File: src/rtl/prime_pkg.sv
// Shared constants and FSM encoding for the prime number ASCII formatter.
package prime_pkg;

    localparam int         VAL_W       = 8;
    localparam logic [7:0] ASCII_ZERO  = 8'h30;
    localparam logic [7:0] SEP_DEFAULT = 8'h20;
    localparam logic [7:0] EOL_DEFAULT = 8'h0A;

    typedef enum logic [3:0] {
        ST_IDLE     = 4'd0,
        ST_DIV100   = 4'd1,
        ST_DIV10    = 4'd2,
        ST_EMIT_H   = 4'd3,
        ST_EMIT_T   = 4'd4,
        ST_EMIT_O   = 4'd5,
        ST_EMIT_SEP = 4'd6,
        ST_EMIT_EOL = 4'd7,
        ST_FIN      = 4'd8
    } fmt_state_t;

    // True for every state that presents a byte on the output interface.
    function automatic logic is_emit(input fmt_state_t s);
        return (s inside {ST_EMIT_H, ST_EMIT_T, ST_EMIT_O, ST_EMIT_SEP, ST_EMIT_EOL});
    endfunction

endpackage

File: src/rtl/prime_fifo.sv
// Synchronous FIFO holding prime values between the sieve strobe and the formatter.
module prime_fifo #(
    parameter int DEPTH = 8,
    parameter int WIDTH = 8
) (
    input  logic                       clk,
    input  logic                       rst,
    input  logic                       i_push,
    input  logic [WIDTH-1:0]           i_din,
    input  logic                       i_pop,
    output logic [WIDTH-1:0]           o_dout,
    output logic                       o_full,
    output logic                       o_empty,
    output logic [$clog2(DEPTH):0]     o_count
);

    localparam int             AW       = $clog2(DEPTH);
    localparam logic [AW:0]    FULL_CNT = (AW+1)'(DEPTH);

    logic [WIDTH-1:0] r_mem [DEPTH];
    logic [AW-1:0]    r_wr_ptr;
    logic [AW-1:0]    r_rd_ptr;
    logic [AW:0]      r_count;
    logic             w_do_push;
    logic             w_do_pop;

    assign o_full    = (r_count == FULL_CNT);
    assign o_empty   = (r_count == '0);
    assign o_count   = r_count;
    assign o_dout    = r_mem[r_rd_ptr];
    assign w_do_pop  = i_pop && !o_empty;
    // A full FIFO still accepts a push when a pop frees a slot in the same cycle.
    assign w_do_push = i_push && (!o_full || w_do_pop);

    always_ff @(posedge clk) begin
        if (w_do_push) begin
            r_mem[r_wr_ptr] <= i_din;
        end
    end

    always_ff @(posedge clk) begin
        if (rst) begin
            r_wr_ptr <= '0;
            r_rd_ptr <= '0;
            r_count  <= '0;
        end else begin
            if (w_do_push) begin
                r_wr_ptr <= r_wr_ptr + 1'b1;
            end
            if (w_do_pop) begin
                r_rd_ptr <= r_rd_ptr + 1'b1;
            end
            case ({w_do_push, w_do_pop})
                2'b10:   r_count <= r_count + 1'b1;
                2'b01:   r_count <= r_count - 1'b1;
                default: r_count <= r_count;
            endcase
        end
    end

endmodule

File: src/rtl/prime_formatter.sv
// Buffers sieve primes and streams them as decimal ASCII with separators and a final EOL.
// Output handshake: a byte transfers on a rising clk edge where out_valid && out_ready.
module prime_formatter
    import prime_pkg::*;
#(
    parameter int         DEPTH = 8,
    parameter logic [7:0] SEP   = SEP_DEFAULT,
    parameter logic [7:0] EOL   = EOL_DEFAULT
) (
    input  logic             clk,
    input  logic             rst,
    input  logic             in_rdy,
    input  logic [VAL_W-1:0] in_dout,
    input  logic             in_done,
    output logic             out_valid,
    input  logic             out_ready,
    output logic [7:0]       out_data,
    output logic             out_done,
    output logic             overflow
);

    localparam int AW = $clog2(DEPTH);

    fmt_state_t       r_state;
    fmt_state_t       w_state_nxt;
    logic [VAL_W-1:0] r_work;
    logic [VAL_W-1:0] w_work_nxt;
    logic [1:0]       r_h;
    logic [1:0]       w_h_nxt;
    logic [3:0]       r_t;
    logic [3:0]       w_t_nxt;
    logic             r_done_seen;
    logic             r_overflow;
    logic             r_out_valid;
    logic [7:0]       r_out_data;
    logic             r_out_done;
    logic [7:0]       w_byte_nxt;

    logic             w_push_req;
    logic             w_pop;
    logic             w_full;
    logic             w_empty;
    logic [AW:0]      w_count;
    logic [VAL_W-1:0] w_head;
    logic             w_hs;

    // Strobes arriving once the sieve has reported completion are ignored entirely.
    assign w_push_req = in_rdy && !r_done_seen;
    assign w_pop      = (r_state == ST_IDLE) && !w_empty;
    assign w_hs       = r_out_valid && out_ready;

    prime_fifo #(
        .DEPTH (DEPTH),
        .WIDTH (VAL_W)
    ) u_fifo (
        .clk     (clk),
        .rst     (rst),
        .i_push  (w_push_req),
        .i_din   (in_dout),
        .i_pop   (w_pop),
        .o_dout  (w_head),
        .o_full  (w_full),
        .o_empty (w_empty),
        .o_count (w_count)
    );

    always_comb begin
        w_state_nxt = r_state;
        w_work_nxt  = r_work;
        w_h_nxt     = r_h;
        w_t_nxt     = r_t;
        case (r_state)
            ST_IDLE: begin
                if (w_count != '0) begin
                    w_work_nxt  = w_head;
                    w_h_nxt     = 2'd0;
                    w_t_nxt     = 4'd0;
                    w_state_nxt = ST_DIV100;
                end else if (r_done_seen) begin
                    w_state_nxt = ST_EMIT_EOL;
                end
            end
            ST_DIV100: begin
                if (r_work >= 8'd100) begin
                    w_work_nxt = r_work - 8'd100;
                    w_h_nxt    = r_h + 2'd1;
                end else begin
                    w_state_nxt = ST_DIV10;
                end
            end
            ST_DIV10: begin
                if (r_work >= 8'd10) begin
                    w_work_nxt = r_work - 8'd10;
                    w_t_nxt    = r_t + 4'd1;
                end else if (r_h != 2'd0) begin
                    w_state_nxt = ST_EMIT_H;
                end else if (r_t != 4'd0) begin
                    w_state_nxt = ST_EMIT_T;
                end else begin
                    w_state_nxt = ST_EMIT_O;
                end
            end
            ST_EMIT_H:   if (w_hs) w_state_nxt = ST_EMIT_T;
            ST_EMIT_T:   if (w_hs) w_state_nxt = ST_EMIT_O;
            ST_EMIT_O:   if (w_hs) w_state_nxt = ST_EMIT_SEP;
            ST_EMIT_SEP: if (w_hs) w_state_nxt = ST_IDLE;
            ST_EMIT_EOL: if (w_hs) w_state_nxt = ST_FIN;
            ST_FIN:      w_state_nxt = ST_FIN;
            default:     w_state_nxt = ST_IDLE;
        endcase
    end

    // The output byte is registered from the next state, so it is stable while stalled.
    always_comb begin
        w_byte_nxt = 8'h00;
        case (w_state_nxt)
            ST_EMIT_H:   w_byte_nxt = ASCII_ZERO + {6'd0, w_h_nxt};
            ST_EMIT_T:   w_byte_nxt = ASCII_ZERO + {4'd0, w_t_nxt};
            ST_EMIT_O:   w_byte_nxt = ASCII_ZERO + w_work_nxt;
            ST_EMIT_SEP: w_byte_nxt = SEP;
            ST_EMIT_EOL: w_byte_nxt = EOL;
            default:     w_byte_nxt = 8'h00;
        endcase
    end

    always_ff @(posedge clk) begin
        if (rst) begin
            r_state     <= ST_IDLE;
            r_work      <= '0;
            r_h         <= '0;
            r_t         <= '0;
            r_done_seen <= 1'b0;
            r_overflow  <= 1'b0;
            r_out_valid <= 1'b0;
            r_out_data  <= 8'h00;
            r_out_done  <= 1'b0;
        end else begin
            r_state     <= w_state_nxt;
            r_work      <= w_work_nxt;
            r_h         <= w_h_nxt;
            r_t         <= w_t_nxt;
            r_out_valid <= is_emit(w_state_nxt);
            r_out_data  <= w_byte_nxt;
            r_out_done  <= (w_state_nxt == ST_FIN);
            if (in_done) begin
                r_done_seen <= 1'b1;
            end
            if (w_push_req && w_full && !w_pop) begin
                r_overflow <= 1'b1;
            end
        end
    end

    assign out_valid = r_out_valid;
    assign out_data  = r_out_data;
    assign out_done  = r_out_done;
    assign overflow  = r_overflow;

endmodule
File: config.mk
export PLATFORM = sky130hd
export DESIGN_NAME = prime_formatter
export DESIGN_NICKNAME = d
export VERILOG_FILES = /design/src/rtl/prime_pkg.sv /design/src/rtl/prime_fifo.sv /design/src/rtl/prime_formatter.sv
export SDC_FILE = /design/constraint.sdc
export NUM_CORES = 1
export LEC_CHECK = 0
export CORE_UTILIZATION = 40
export DETAILED_ROUTE_END_ITERATION = 7
export GPL_TIMING_DRIVEN = 1
export PLACE_DENSITY = 0.68
export SKIP_CTS_REPAIR_TIMING = 1
export SYNTH_ARGS = -nofsm -noshare
export SYNTH_HDL_FRONTEND = slang
export SYNTH_SLANG_ARGS = --single-unit
File: constraint.sdc
create_clock -name clk -period 5.15 [get_ports clk]
set_input_delay 0.7725 -clock clk [delete_from_list [all_inputs] [get_ports clk]]
set_output_delay 0.7725 -clock clk [all_outputs]
set_load 0.02 [all_outputs]
Word-level counts from Yosys, hierarchy flattened
Memories as Yosys holds them, arrays and structs flattened. A register that Yosys moved wholly into a read port is not among the register bits.
Index checks and enable logic that the tools add are counted.
W data, S select, Z words.
Word-level totals
  register bits: 40
  RAM bits: 64
  input bits: 13
  output and inout bits: 11
  logic and storage cells: 90
  memories kept: 1
Memories
  u_fifo.r_mem: depth 8, width 8, read ports 1, clocked after Yosys merged registers in 1, write ports 1, line prime_fifo.sv:20  | logic [WIDTH-1:0] r_mem [DEPTH];
Cells by class
  add/sub/neg operators: 11
  magnitude comparators: 2
  eq/ne operators: 17
  mux-type cells: 28
  reduce and logical (&&, ||, !) cells: 19
Operators by type and width (count)
  $mux W4: 11
  $pmux W8 S5: 1
  $pmux W4 S9: 1
  $eq A4 B3 Y1 const B: 8
  $mux W8: 3
  $pmux W8 S3: 1
  $pmux W4 S2: 2
  $eq A4 B2 Y1 const B: 3
  $eq A4 B4 Y1 const B: 3
  $mux W3: 3
  $add A4 B1 Y4 const B: 2
  $add A6 B8 Y8 const A: 1
  $ge A8 B4 Y1 const B: 1
  $ge A8 B7 Y1 const B: 1
  $logic_not A4 Y1: 2
  $reduce_bool A4 Y1: 2
  $sub A8 B4 Y8 const B: 1
  $sub A8 B7 Y8 const B: 1
  $add A6 B2 Y7 const A: 1
  $add A6 B4 Y7 const A: 1
  $logic_and A1 B1 Y1: 7
  $add A3 B1 Y3 const B: 2
  $reduce_bool A5 Y1: 1
  $eq A4 B1 Y1 const B: 1
  10 further kinds: 17

Longest topological paths before layout
Gate-level depths: netlist (run 1).
  word-level depth: 8
  mapped depth: 13
  gate-level depth less buffers: 11

By module
From an unflattened synthesis (run 1), not the netlist that was laid out.
Second synthesis, totals
  cell total of the unflattened synthesis: 438
  area, all modules: 5250.0 um2
By module, submodules not included
  prime_fifo: instances 1, cells an instance 176, area each 3203.1 um2, seq. area each 2182.1 um2
  prime_formatter: instances 1, cells an instance 262, area each 2047.0 um2, seq. area each 600.6 um2

Worst setup path after synthesis (run 1)
No wires, ideal clock.
  path kind: register to register
  start: register r_state[0]
  end: register u_fifo.r_count[3], in the netlist u_fifo.o_count[3]
  library setup time: 0.071 ns
  arrival: 2.747 ns
  required time: 5.079 ns
  path slack: 2.332 ns
  stages on the path, launching flop included: 13
  buffers on the path: 1
  period minus slack after synthesis: 2.818 ns
  cell sequence: dfxtp_1 -> clkbuf_1 -> or4_1 -> nand3_1 -> and2_0 -> inv_1 -> ha_1 -> ha_1 -> a21o_1 -> a21oi_1 -> xnor2_1 -> or3_1 -> a21oi_1
Between the ends
  longest elaborated chain between the ends: 7
  elaborated cells on any way between the ends: 9
  those cells by class: eq/ne: 2; mux: 1; reduce/logical: 6
RTL lines
  start, declared: line prime_formatter.sv:24  | fmt_state_t r_state;
  start signal, assigned: line prime_formatter.sv:138  | r_state <= w_state_nxt;
  $logic_not A4 Y1 (*): line prime_formatter.sv:49  | assign w_pop = (r_state == ST_IDLE) && !w_empty;
  $logic_and A1 B1 Y1 (*): line prime_formatter.sv:49
  $logic_and A1 B1 Y1 (*): line prime_fifo.sv:31  | assign w_do_pop = i_pop && !o_empty;
  $logic_or A1 B1 Y1: line prime_fifo.sv:33  | assign w_do_push = i_push && (!o_full || w_do_pop);
  $logic_and A1 B1 Y1: line prime_fifo.sv:33
  $eq A2 B1 Y1 or $eq A2 B2 Y1 (tied branches): line prime_fifo.sv:53  | case ({w_do_push, w_do_pop})
  $pmux W4 S2 or $reduce_bool A2 Y1 (tied branches)
  end signal, assigned: line prime_fifo.sv:54  | 2'b10: r_count <= r_count + 1'b1;
  end signal, assigned: line prime_fifo.sv:55  | 2'b01: r_count <= r_count - 1'b1;
  end signal, assigned: line prime_fifo.sv:56  | default: r_count <= r_count;
  end, declared: line prime_fifo.sv:23  | logic [AW:0] r_count;
Every way passes the cells marked *; elsewhere a longest branch is shown, timed or not.
A chain may end at the register's enable or synchronous reset.

Final worst setup path (run 1)
  start: register r_work[2]
  end: register r_out_data[5], in the netlist out_data[5]
Between the ends
  longest elaborated chain between the ends: 5
  elaborated cells on any way between the ends: 24
  those cells by class: add/sub: 5; order compare: 2; eq/ne: 5; mux: 12
RTL lines
  start, declared: line prime_formatter.sv:26  | logic [VAL_W-1:0] r_work;
  start signal, assigned: line prime_formatter.sv:139  | r_work <= w_work_nxt;
  $sub A8 B4 Y8 (tied with other cells): line prime_formatter.sv:93  | w_work_nxt = r_work - 8'd10;
  $mux W8 (tied with other cells): line prime_formatter.sv:92  | if (r_work >= 8'd10) begin
  $pmux W8 S3 (tied with other cells): line prime_formatter.sv:72  | case (r_state)
  $add A6 B8 Y8 (tied with other cells): line prime_formatter.sv:119  | ST_EMIT_O: w_byte_nxt = ASCII_ZERO + w_work_nxt;
  $pmux W8 S5 (*): line prime_formatter.sv:116  | case (w_state_nxt)
  end signal, assigned: line prime_formatter.sv:143  | r_out_data <= w_byte_nxt;
  end, declared: line prime_formatter.sv:35  | logic [7:0] r_out_data;
Marked as above.

==> impl_metrics.toml, run 1 <==
[power]
p_comb_share_pct = 37.4
finalPower_mw = 2.874
seqPwrFrac_pct = 39.3
vdd_drop_max_mv = 0.2381
p_sw_mw = 1.090
pwr-share-clk_pct = 23.3
leakage_nw = 1.895
power_density_nw_per_um2 = 509.6
p_sw_share_pct = 37.92
internal-power_mw = 1.784

[timing]
slew_violations = 0
worst_pin_slew_ns = 0.9869
clock.fmax_mhz = 313.1
period_needed_ns = 3.194
setup_slack_ns = 1.956
final-setup-viol-count = 0
slew_headroom_pct = 33.96
fin_tns_setup_ns = 0
final.period_utilization_pct = 62.01
skew_ns = 0.01307
rsz0062_at_grt = "false"
final-hold-violation-count = 0

[yosys]
synth.mux.area_fraction_pct = 10.56
synth_area_sq_um = 4975
ys_top_cells_by_count = "edfxtp_1, nor2_1, dfxtp_1, a21oi_1, nand2_1"
synth_top_area_share_pct = 38.63
netlist_instances = 410
synth.avg_cell_area_sq_um = 12.13
synth-main-ff-cell = "edfxtp_1"
synth_edf_count = 64
synth-compound-area-share_pct = 11.29
synth_cell_type_count = 69
async_reset_ff_share_pct = 0
synth_xor_xnor_area_share_pct = 1.408
synth_top_family_by_area = "simple AND/OR/NAND/NOR gates"
ys_ff_latch = 107
yosys.area.top_type = "edfxtp_1"
synthAdderAreaFrac_pct = 3.924
seq_area_frac_synth_pct = 55.94
yosysWarningCount = 0
yosysMostFrequentCell = "edfxtp_1"
synth-simple-area-share_pct = 13.61
synth_area_leaders = "edfxtp_1, dfxtp_1, mux4_2"
synthesis.nets = 438

[drt]
vias = 3326
wl_um = 10390
drc_errors = 0
wire_per_inst_um = 17.31
ant_nets = 0
vias_per_cell = 5.543
drt-pass1-iter-count = 5
drt_iter0_markers = 238

[grt]
grt_use_met2_pct = 28.33
gr-total-overflow = 0
grt_max_degree = 38
track_usage_pct = 17.57
grt_first_pass_wirelength_um = 17200
grt_most_used_layer = "met2"
use_met1_pct = 23.07
antenna_found_initial = 0
grt_pass1_vias = 3322
gr-usage-met3_pct = 4.198

[clock_network]
cts_tree = "done"
htree_levels = 3
cts_buffers = 9
cts_buffer_depth = 2
cts.clk_slew.worst_paths_ns = 0.08
clk_latency_ns = 0.35
root_buffer = "clkbuf_16"
cts.sinks = 107

[place]
gp_congestion = 0.9399
hpwl_um = 7059
pre_cts_ws_ns = 1.888
port_buffers = 23

[setup_path]
cp.arrival_ns = 3.46
path_class = "reg -> reg"
crit_fanout = 7
start_kind = "register"
cp-end-kind = "register"
cp.required_ns = 5.42

[layout]
nFillCells = 1081
layout.nets = 455
num_antenna_cells = 0
drive_gt1_share_pct = 11.34
syn_to_final_growth_pct = 13.38

[floorplan]
io_pins = 24
die_area_sq_um = 12890
fp.coreArea_sq_um = 12060
die_w_um = 113.5
fp-row-count = 40
initial_core_util_pct = 41.24
die_y_um = 113.5

[hold_path]
holdCritPathClass = "reg -> reg"

[status]
status = "finished, final reports clean"

[flow_run]
drv.max_cap_violation_count = 0
==> sequential cells by signal, summed over array words and instances (netlist names), named ones only <==
| register | flops |
|---|---|
| out_data | 8 |
| out_done | 1 |
| out_valid | 1 |
| overflow | 1 |
| r_done_seen | 1 |
| r_h | 2 |
| r_state | 4 |
| r_t | 4 |
| r_work | 8 |
| u_fifo.o_count | 4 |
| u_fifo.r_mem | 64 |
| u_fifo.r_rd_ptr | 3 |
| u_fifo.r_wr_ptr | 3 |
==> path summary, 6_finish.rpt <==
| path | depth (start not counted) | slack [ns] | end | start |
|---|---|---|---|---|
| worst min-delay path | 2 | 0.49 | register | u_fifo.r_rd_ptr[1] |
| worst max-delay path | 11 | 1.96 | out_data[5] | r_work[2] |
| worst max register to register | 11 | 1.96 | out_data[5] | r_work[2] |
| worst min register to register | 2 | 0.49 | register | u_fifo.r_rd_ptr[1] |
==> through the flow <==
step,util (%),cell area (sq um),instances,hold WS (ns)
floorplan,-,4975,410,0.4541
global placement,44.39,5354,584,0.4603
detailed placement,44.39,5354,584,0.4783
CTS,46.76,5640,600,0.4990
global route,46.76,5640,600,0.5221
finish,46.76,5640,600,0.4879
==> placed cells by master (no fill, tap or decap), types with 3 or more instances in the layout <==
cell,Yosys,layout
dfxtp_1,43,43
inv_1,17,17
mux4_2,16,16
mux2_2,4,4
xnor2_1,4,4
buf_4,0,4
nand2_1,18,18
edfxtp_1,64,64
nor2b_1,7,7
nor3_1,11,11
or3_1,5,5
nand3_1,5,5
clkdlybuf4s50_1,0,23
inv_6,0,4
ha_1,14,14
a211oi_1,8,8
o211ai_1,3,3
or4_1,4,4
o21ai_0,13,13
nor2_1,46,46
nor4_1,5,5
a21o_1,5,5
clkbuf_16,0,9
nand2b_1,5,5
mux2i_1,12,12
xor2_1,4,4
a21oi_1,22,22
==> per-layer routing <==
layer	vias up	wire length, um
li1	1583	-
met1	1625	4684
met2	94	5011
met3	24	462
met4	0	229
met5	-	0
==> layout make-up <==
type | instances | area (sq um) | area share [%]
clock inverter | 6 | 57.56 | 1.020
timing repair buffer | 27 | 260.3 | 4.614
sequential | 107 | 2783 | 49.33
tap | 168 | 210.2 | 3.727
inverter | 19 | 71.32 | 1.264
multi-input combinational | 263 | 2029 | 35.98
clock buffer | 10 | 229.0 | 4.059
==> critical path, cell delays in order, from the launching register on <==
cell and delay, ns:
dfxtp_1 0.46, inv_1 0.12, ha_1 0.24, a2111o_1 0.50
o31ai_1 0.49, o21ai_0 0.17, o21ai_0 0.24, and2_1 0.20
ha_1 0.24, nand3b_1 0.16, a21o_1 0.18, a21oi_1 0.12
==> cell families after synthesis <==
logic type | Yosys count
flip-flops | 107
AO/OA/AOI/OAI | 80
multiplexers | 32
buffers and inverters | 40
adder cells (fa/ha/maj) | 15
AND/OR/NAND/NOR | 128
XOR/XNOR | 8
==> power by group through the flow <==
stage | logic (mW) | clock network [mW] | registers [mW]
6_report | 1.08 | 0.669 | 1.13
3_5_place_dp | 1.06 | 0 | 1.15
4_1_cts | 1.07 | 0.681 | 1.13
3_3_place_gp | 1.05 | 0 | 1.14
5_1_grt | 1.18 | 0.721 | 1.15
2_1_floorplan | 0.835 | 0 | 1.09
No activity file was read; power rests on OpenSTA's default activity.
==> inputs of run 2 (changes only) <==
==> constraint.sdc (replaced) <==
create_clock -name clk -period 3.1 [get_ports clk]
set_input_delay 0.465 -clock clk [delete_from_list [all_inputs] [get_ports clk]]
set_output_delay 0.465 -clock clk [all_outputs]
set_load 0.02 [all_outputs]
==> impl_metrics.toml, run 2 (synthesized netlist as in run 1, its figures left out) <==
[setup_path]
start_kind = "register"
worst_r2r_endpoint = "out_data[5]"
crit_fanout = 7
cp-end-kind = "register"
timing.rr.start = "r_work[2]"
ff2ff_path_depth = 12
path_class = "reg -> reg"
rrSetupSlack_ns = 0.21
cp.required_ns = 3.38
cp.arrival_ns = 3.18

[place]
gp_congestion = 0.9277
port_buffers = 23
hpwl_um = 7239
pre_cts_ws_ns = 0.1696

[power]
power_density_nw_per_um2 = 846.7
p_sw_mw = 1.844
internal-power_mw = 3.068
p_comb_share_pct = 40.7
finalPower_mw = 4.912
leakage_nw = 2.004
p_sw_share_pct = 37.54
pwr-share-clk_pct = 22.4
vdd_drop_max_mv = 0.4003
seqPwrFrac_pct = 36.9

[drt]
vias_per_cell = 5.493
vias = 3411
drt_iter0_markers = 210
wire_per_inst_um = 17.08
drt-pass1-iter-count = 5
drc_errors = 0
wl_um = 10610
ant_nets = 0

[grt]
track_usage_pct = 17.50
grt_max_degree = 24
antenna_found_initial = 0
grt_pass1_vias = 3310
gr-total-overflow = 0
grt_first_pass_wirelength_um = 17060

[timing]
period_needed_ns = 2.895
clock.fmax_mhz = 345.5
slew_headroom_pct = 57.09
final-hold-violation-count = 0
slew_violations = 0
skew_ns = 0.005995
worst_pin_slew_ns = 0.6437
fin_tns_setup_ns = 0
setup_slack_ns = 0.2055
final.period_utilization_pct = 93.37
final-setup-viol-count = 0
rsz0062_at_grt = "false"

[layout]
layout.nets = 476
final_common_cell = "edfxtp_1"
multiInputGateArea_sq_um = 2036
largest_reg_flops = 64
regArea_sq_um = 2784
nFillCells = 1078
syn_to_final_growth_pct = 16.62
num_antenna_cells = 0
final_cell_mix = "edfxtp_1, nor2_1, dfxtp_1"
top_register = "u_fifo.r_mem"
drive_gt1_share_pct = 15.67

[status]
status = "finished, final reports clean"

[flow_run]
drv.max_cap_violation_count = 0

[floorplan]
die_y_um = 113.5
die_w_um = 113.5
initial_core_util_pct = 41.24
die_area_sq_um = 12890
fp.coreArea_sq_um = 12060
io_pins = 24
fp-row-count = 40

[hold_path]
hold_depth = 2
holdCritPathClass = "reg -> reg"
hp-start = "overflow"
hold_path_end = "overflow"

[clock_network]
clk_latency_ns = 0.35
htree_levels = 3
cts.sinks = 107
cts_buffers = 9
cts_buffer_depth = 2
root_buffer = "clkbuf_16"
cts.clk_slew.worst_paths_ns = 0.07
cts_tree = "done"
[run 2: worst max path at each step]
stage / from / end / slack [ns] / cells after the start
after floorplan: r_state[0] / u_fifo.o_count[3] / 0.28 / 12
after global placement: r_work[2] / out_data[5] / 0.33 / 12
after detailed placement: r_work[2] / out_data[7] / 0.17 / 10
after CTS: r_work[2] / out_data[7] / 0.12 / 10
after global routing: r_work[2] / out_data[5] / 0.05 / 12
final: r_work[2] / out_data[5] / 0.21 / 12
[run 2: worst max-delay path, stage by stage, from the launching register on]
cell      delay (ns)
dfxtp_2         0.40
inv_1           0.10
ha_1            0.21
a2111o_1        0.51
o31ai_1         0.29
buf_4           0.18
o32ai_1         0.06
a21oi_1         0.18
and2_1          0.19
ha_1            0.24
nand3b_1        0.15
a21o_1          0.18
a21oi_1         0.13
[run 2: power by group through the flow]
stage	clock network, mW	logic [mW]	registers (mW)
5_1_grt	1.17	2.19	1.83
6_report	1.10	2.00	1.81
3_3_place_gp	0	1.95	1.83
2_1_floorplan	0	1.39	1.82
3_5_place_dp	0	1.97	1.83
4_1_cts	1.12	1.99	1.80
[run 2: per-stage QoR]
step | util (%) | cell area [sq um] | instances | hold slack (ns)
4_1_cts | 48.04 | 5794 | 621 | 0.4962
2_1_floorplan | - | 4975 | 410 | 0.4541
3_5_place_dp | 45.70 | 5512 | 605 | 0.4771
3_3_place_gp | 45.70 | 5512 | 605 | 0.4580
6_report | 48.10 | 5802 | 621 | 0.4868
5_1_grt | 48.10 | 5802 | 621 | 0.5156
[run 2: layer usage]
metal | up-vias | share of wire, % | track usage (%) | routed length, um
li1 | 1621 | - | - | -
met1 | 1664 | 45 | 22.25 | 4726
met2 | 102 | 48 | 28.74 | 5126
met3 | 24 | 4.2 | 3.719 | 447
met4 | 0 | 2.9 | 7.982 | 308
met5 | - | 0 | 0 | 0
[run 2: area by class of cell]
class / count / area share, %
multi-input cells: 263 / 35.09
flip-flops and latches: 107 / 47.98
well taps: 168 / 3.623
clock buffers: 10 / 3.947
repair buffers: 48 / 7.203
clock inverters: 6 / 0.9273
inverters: 19 / 1.229
